**src/rtl/avl_switch_accum_pkg.sv**
```systemverilog
// Shared constants and types for the switch accumulator peripheral and its key debouncer.
package avl_switch_accum_pkg;

    localparam int unsigned ADDR_W  = 2;
    localparam int unsigned DATA_W  = 32;
    localparam int unsigned BE_W    = DATA_W / 8;
    localparam int unsigned SW_W    = 8;
    localparam int unsigned COUNT_W = 8;
    localparam int unsigned CTRL_W  = 2;
    localparam int unsigned STAT_W  = 2;

    localparam logic [ADDR_W-1:0] ADDR_CTRL   = 2'd0;
    localparam logic [ADDR_W-1:0] ADDR_ACC    = 2'd1;
    localparam logic [ADDR_W-1:0] ADDR_STATUS = 2'd2;
    localparam logic [ADDR_W-1:0] ADDR_COUNT  = 2'd3;

    localparam int unsigned CTRL_ACC_EN = 0;
    localparam int unsigned CTRL_IRQ_EN = 1;
    localparam int unsigned STATUS_OVF  = 0;
    localparam int unsigned STATUS_PEND = 1;

    localparam logic [CTRL_W-1:0] CTRL_RESET = 2'b01;

    typedef enum logic [1:0] {
        UP        = 2'd0,
        DOWN_WAIT = 2'd1,
        DOWN      = 2'd2,
        UP_WAIT   = 2'd3
    } debounce_state_t;

endpackage

```
**src/rtl/avl_switch_accum_key_debounce.sv**
```systemverilog
// Synchronizes and debounces an active-low push button; pulses press_evt once per accepted press.
module key_debounce
    import avl_switch_accum_pkg::*;
#(
    parameter int unsigned DEBOUNCE_CYCLES = 500000
) (
    input  logic clk,
    input  logic rst,
    input  logic key_n,
    output logic press_evt
);

    localparam int unsigned CNT_W = $clog2(DEBOUNCE_CYCLES + 1);
    localparam logic [CNT_W-1:0] CNT_LAST = CNT_W'(DEBOUNCE_CYCLES - 1);

    logic [1:0]      sync_q;
    logic            key_s;
    debounce_state_t state_q, state_d;
    logic [CNT_W-1:0] cnt_q, cnt_d;
    logic            press_d;

    assign key_s = sync_q[1];

    // Two-flop synchronizer, idles at released
    always_ff @(posedge clk or posedge rst) begin
        if (rst) sync_q <= 2'b11;
        else     sync_q <= {sync_q[0], key_n};
    end

    // The sample that leaves a stable state counts as the first of the run
    always_comb begin
        state_d = state_q;
        cnt_d   = cnt_q;
        press_d = 1'b0;
        case (state_q)
            UP: begin
                if (!key_s) begin
                    state_d = DOWN_WAIT;
                    cnt_d   = CNT_W'(1);
                end
            end
            DOWN_WAIT: begin
                if (key_s) begin
                    state_d = UP;
                    cnt_d   = '0;
                end else if (cnt_q == CNT_LAST) begin
                    state_d = DOWN;
                    cnt_d   = '0;
                    press_d = 1'b1;
                end else begin
                    cnt_d = cnt_q + CNT_W'(1);
                end
            end
            DOWN: begin
                if (key_s) begin
                    state_d = UP_WAIT;
                    cnt_d   = CNT_W'(1);
                end
            end
            UP_WAIT: begin
                if (!key_s) begin
                    state_d = DOWN;
                    cnt_d   = '0;
                end else if (cnt_q == CNT_LAST) begin
                    state_d = UP;
                    cnt_d   = '0;
                end else begin
                    cnt_d = cnt_q + CNT_W'(1);
                end
            end
            default: begin
                state_d = UP;
                cnt_d   = '0;
            end
        endcase
    end

    always_ff @(posedge clk or posedge rst) begin
        if (rst) begin
            state_q   <= UP;
            cnt_q     <= '0;
            press_evt <= 1'b0;
        end else begin
            state_q   <= state_d;
            cnt_q     <= cnt_d;
            press_evt <= press_d;
        end
    end

endmodule

```
**src/rtl/avl_switch_accum.sv**
```systemverilog
// Avalon-MM accumulator peripheral: each debounced key press adds SW_IN to ACC.
module avl_switch_accum
    import avl_switch_accum_pkg::*;
#(
    parameter int unsigned DEBOUNCE_CYCLES = 500000,
    parameter int unsigned ACC_WIDTH       = 16
) (
    input  logic              Clk,
    input  logic              Reset,
    input  logic              AVL_CS,
    input  logic              AVL_READ,
    input  logic              AVL_WRITE,
    input  logic [ADDR_W-1:0] AVL_ADDR,
    input  logic [BE_W-1:0]   AVL_BYTE_EN,
    input  logic [DATA_W-1:0] AVL_WRITEDATA,
    output logic [DATA_W-1:0] AVL_READDATA,
    input  logic [SW_W-1:0]   SW_IN,
    input  logic              KEY_ACC_N,
    output logic [7:0]        LED_OUT,
    output logic              IRQ
);

    logic                 press_evt;
    logic [CTRL_W-1:0]    ctrl_q;
    logic [ACC_WIDTH-1:0] acc_q;
    logic [STAT_W-1:0]    status_q;
    logic [COUNT_W-1:0]   count_q;

    logic                 wr_en, rd_en, wr_ctrl, wr_acc, wr_status;
    logic [DATA_W-1:0]    be_mask_c;
    logic [ACC_WIDTH-1:0] acc_wdata_c;
    logic [ACC_WIDTH:0]   sum_c;
    logic                 acc_add_c;
    logic [STAT_W-1:0]    status_set_c, status_clr_c, status_d;
    logic [DATA_W-1:0]    rdata_c;

    key_debounce #(
        .DEBOUNCE_CYCLES(DEBOUNCE_CYCLES)
    ) u_key_debounce (
        .clk      (Clk),
        .rst      (Reset),
        .key_n    (KEY_ACC_N),
        .press_evt(press_evt)
    );

    assign wr_en     = AVL_CS & AVL_WRITE;
    assign rd_en     = AVL_CS & AVL_READ;
    assign wr_ctrl   = wr_en && (AVL_ADDR == ADDR_CTRL) && AVL_BYTE_EN[0];
    assign wr_acc    = wr_en && (AVL_ADDR == ADDR_ACC);
    assign wr_status = wr_en && (AVL_ADDR == ADDR_STATUS) && AVL_BYTE_EN[0];

    always_comb begin
        be_mask_c = '0;
        for (int b = 0; b < int'(BE_W); b++) be_mask_c[8*b +: 8] = {8{AVL_BYTE_EN[b]}};
    end

    assign acc_wdata_c = ACC_WIDTH'((DATA_W'(acc_q) & ~be_mask_c) | (AVL_WRITEDATA & be_mask_c));
    assign sum_c       = {1'b0, acc_q} + (ACC_WIDTH + 1)'(SW_IN);

    // A software ACC write in the press cycle suppresses the addition and its overflow
    assign acc_add_c = press_evt & ctrl_q[CTRL_ACC_EN] & ~wr_acc;

    always_comb begin
        status_set_c              = '0;
        status_set_c[STATUS_PEND] = press_evt;
        status_set_c[STATUS_OVF]  = acc_add_c & sum_c[ACC_WIDTH];
        status_clr_c              = wr_status ? AVL_WRITEDATA[STAT_W-1:0] : '0;
        status_d                  = (status_q & ~status_clr_c) | status_set_c;
    end

    always_comb begin
        rdata_c = '0;
        case (AVL_ADDR)
            ADDR_CTRL:   rdata_c = DATA_W'(ctrl_q);
            ADDR_ACC:    rdata_c = DATA_W'(acc_q);
            ADDR_STATUS: rdata_c = DATA_W'(status_q);
            ADDR_COUNT:  rdata_c = DATA_W'(count_q);
            default:     rdata_c = '0;
        endcase
    end

    always_ff @(posedge Clk or posedge Reset) begin
        if (Reset) begin
            ctrl_q       <= CTRL_RESET;
            acc_q        <= '0;
            status_q     <= '0;
            count_q      <= '0;
            AVL_READDATA <= '0;
        end else begin
            if (wr_ctrl) ctrl_q <= AVL_WRITEDATA[CTRL_W-1:0];
            if (wr_acc)         acc_q <= acc_wdata_c;
            else if (acc_add_c) acc_q <= sum_c[ACC_WIDTH-1:0];
            status_q <= status_d;
            if (press_evt) count_q <= count_q + COUNT_W'(1);
            if (rd_en) AVL_READDATA <= rdata_c;
        end
    end

    assign LED_OUT = acc_q[7:0];
    assign IRQ     = status_q[STATUS_PEND] & ctrl_q[CTRL_IRQ_EN];

endmodule

```
**config.mk**
```make
export PLATFORM = sky130hd
export DESIGN_NAME = avl_switch_accum
export DESIGN_NICKNAME = d
export VERILOG_FILES = /design/src/rtl/avl_switch_accum_pkg.sv /design/src/rtl/avl_switch_accum_key_debounce.sv /design/src/rtl/avl_switch_accum.sv
export SDC_FILE = /design/constraint.sdc
export NUM_CORES = 1
export LEC_CHECK = 0
export CAP_MARGIN = 25
export CORE_MARGIN = 8
export CORE_UTILIZATION = 50
export CTS_BUF_LIST = sky130_fd_sc_hd__clkbuf_16
export DETAILED_ROUTE_END_ITERATION = 7
export PLACE_DENSITY_LB_ADDON = 0.12
export RECOVER_POWER = 100
export SETUP_SLACK_MARGIN = 0.1
export SYNTH_ARGS = -nofsm -noshare
export SYNTH_HDL_FRONTEND = slang
export SYNTH_SLANG_ARGS = --single-unit
```
**constraint.sdc**
```tcl
create_clock -name Clk -period 3 [get_ports Clk]
set_input_delay 0.45 -clock Clk [delete_from_list [all_inputs] [get_ports Clk]]
set_output_delay 0.45 -clock Clk [all_outputs]
set_load 0.03 [all_outputs]
```
==> flow_summary.ini <==
[global_route]
track_usage = 0.1815
grt_pass1_vias = 3243
grt_max_degree = 36
grt-ovfl-total = 0
antenna_found_initial = 0
grt_pass1_wl_mm = 16.23

[cells_and_area]
final_nets = 513
diodes = 0
register_area_mm2 = 0.001705
filler_cell_count = 624
final_common_cell = dfrtp_1
finish.instance_area_mm2 = 0.004728
final_layout_size_suffix_gt1_frac = 0.07473
final_cell_mix = dfrtp_1 (65), nand2_1 (42), dlygate4sd3_1 (31)
fin_cells = 557
multi_input_area_mm2 = 0.001918
syn_to_final_growth_pct = 23.17

[place]
port_buffers = 58
dp_hpwl_mm = 7.055
placed_cells = 541
place_area_mm2 = 0.004441
place_congestion = 0.8900

[routing]
vias = 3174
avgViaCountPerCell = 5.698
drc = 0
first_pass_iters = 4
ant_nets = 0
drt-total-wl_mm = 9.521
drtIter0Drc = 137
wl_per_cell_um = 17.09

[sta]
setup_tns_ns = 0
drv_slew = 0
setup_violations = 0
hold_viol = 0
hold_slack_ns = 0.3634
period_share = 0.8760
grt_setup_unrepaired = no
slew_headroom = 0.1166
fin_crit_ns = 2.628
clock.fmax_ghz = 0.3805
tightestPinTransition_ns = 1.324
skew_ns = 0.006974

[pwr]
p_comb_frac = 0.235
pwr-share-clk = 0.384
switchingPower_w = 0.0009028
intPower_w = 0.002022
sw_frac_of_total = 0.3087
ir_worst_vdd_mv = 0.4401
p_per_area_mw_per_mm2 = 618.5
power_w = 0.002924
p_leak_nw = 2.078
seq_power_share = 0.380

[worst_setup_path]
critPathKind = primary input to register
start_kind = primary input
cp.required_ns = 3.21
reg2reg_depth = 6
cp-end-kind = register
crit_fanout = 4
crit_arrival_ns = 2.84

[clock_network]
cts_tree = yes
numCtsBuffers = 9
path_clk_slew_ns = 0.06
cts_resized = 0
post_cts_buffers = 0
hold_buffers = 0
clk_latency_ns = 0.33
clockRootBuffer = clkbuf_16
clock_sinks = 68
htree_levels = 3
clockBufferDepth = 2

[synth]
seq_area_frac_synth = 0.4443
netlist_area_mm2 = 0.003839
ys_ff_latch = 68
yosys-top-cells-area = dfrtp_1 (42%), buf_4 (4.7%), nand2_1 (4.1%)
synth_cell_types = 59
yosys_warnings = 0
synth-edff-count = 0
synth_top_area_cell = dfrtp_1
yosysTopAreaCellShare = 0.4237
async_flop_share = 1.000
netlist_instances = 392
ys.flop_type = dfrtp_1
synth.avg_cell_area_um2 = 9.793

[floorplan]
ios = 93
initial_core_util = 0.5073
coreArea_mm2 = 0.007567
rows = 32
dieArea_mm2 = 0.01074
die_w_um = 103.6
fp.dieH_um = 103.6

[worst_hold_path]
whs_path_depth = 0
hold_path.class = register to register

[outcome]
status = finished, final reports clean

[run]
drv_cap = 0
[power groups by stage]
stage	combinational [W]	sequential, W	clock (W)
final	0.000689	0.00111	0.00112
after detailed placement	0.000716	0.00113	0
after CTS	0.000720	0.00111	0.00114
after global routing	0.000755	0.00112	0.00118
after floorplan	0.000483	0.00114	0
after global placement	0.000702	0.00113	0
[cell type report]
type                    count  area share
inverters                  11    0.008732
clock inverters             7     0.01958
repair buffers             66      0.1307
multi-input cells         294      0.4057
flip-flops and latches     68      0.3607
clock buffers               9     0.04763
well taps                 102     0.02699
[logic make-up (layout without fill, tap and decap cells)]
| logic type | count (synthesis) | after routing | synth area share |
|---|---|---|---|
| compound gates | 98 | 98 | 0.1679 |
| xor+xnor | 14 | 14 | 0.03390 |
| fa+ha+maj | 11 | 11 | 0.03781 |
| buf+inv | 45 | 93 | 0.06877 |
| flops | 68 | 68 | 0.4443 |
| mux | 14 | 14 | 0.04465 |
| other cells | 1 | 16 | 0.0009769 |
| simple gates | 141 | 141 | 0.2018 |
[worst max-delay path, cell delays in order]
cell and delay [ns]:
dlygate4sd3_1 0.55, ha_1 0.24, fa_1 0.43, a211oi_1 0.33
nor2_1 0.11, o21ai_0 0.33, nor4b_1 0.13, a32o_1 0.28
[synth_stat cells, types with 8 or more instances]
| master | count |
|---|---|
| dfrtp_1 | 65 |
| a21oi_1 | 17 |
| buf_4 | 24 |
| nand4_1 | 9 |
| nor2_1 | 15 |
| ha_1 | 10 |
| a21o_1 | 8 |
| nand3_1 | 20 |
| o211ai_1 | 12 |
| o21ai_0 | 27 |
| a22o_1 | 10 |
| nand2_1 | 42 |
| inv_1 | 11 |
[layer usage]
metal,GRT usage,wire length [µm],part of all wire,vias to the layer above
li1,-,-,-,1536
met1,0.2338,4399,0.46,1550
met2,0.2906,4458,0.47,78
met3,0.04709,532,0.056,10
met4,0.05666,130,0.014,0
met5,0,0,0,-
[stage by stage]
stage	setup WS, ns	utilization
2_1_floorplan	0.8021	-
3_3_place_gp	0.1883	0.5868
3_5_place_dp	0.1507	0.5868
4_1_cts	0.4884	0.6288
5_1_grt	0.1909	0.6248
6_report	0.3721	0.6248
[final timing paths]
check,from,endpoint,slack [ns]
setup / recovery,SW_IN[0],status_q[0],0.37
hold / removal,u_key_debounce.sync_q[0],u_key_debounce.sync_q[1],0.36
setup reg to reg,register,u_key_debounce.cnt_q[13],0.60
hold reg to reg,u_key_debounce.sync_q[0],u_key_debounce.sync_q[1],0.36
max in group asynchronous,Reset,AVL_READDATA[0],0.71
min in group asynchronous,Reset,AVL_READDATA[12],0.94
No activity file was read; power rests on OpenSTA's default activity.
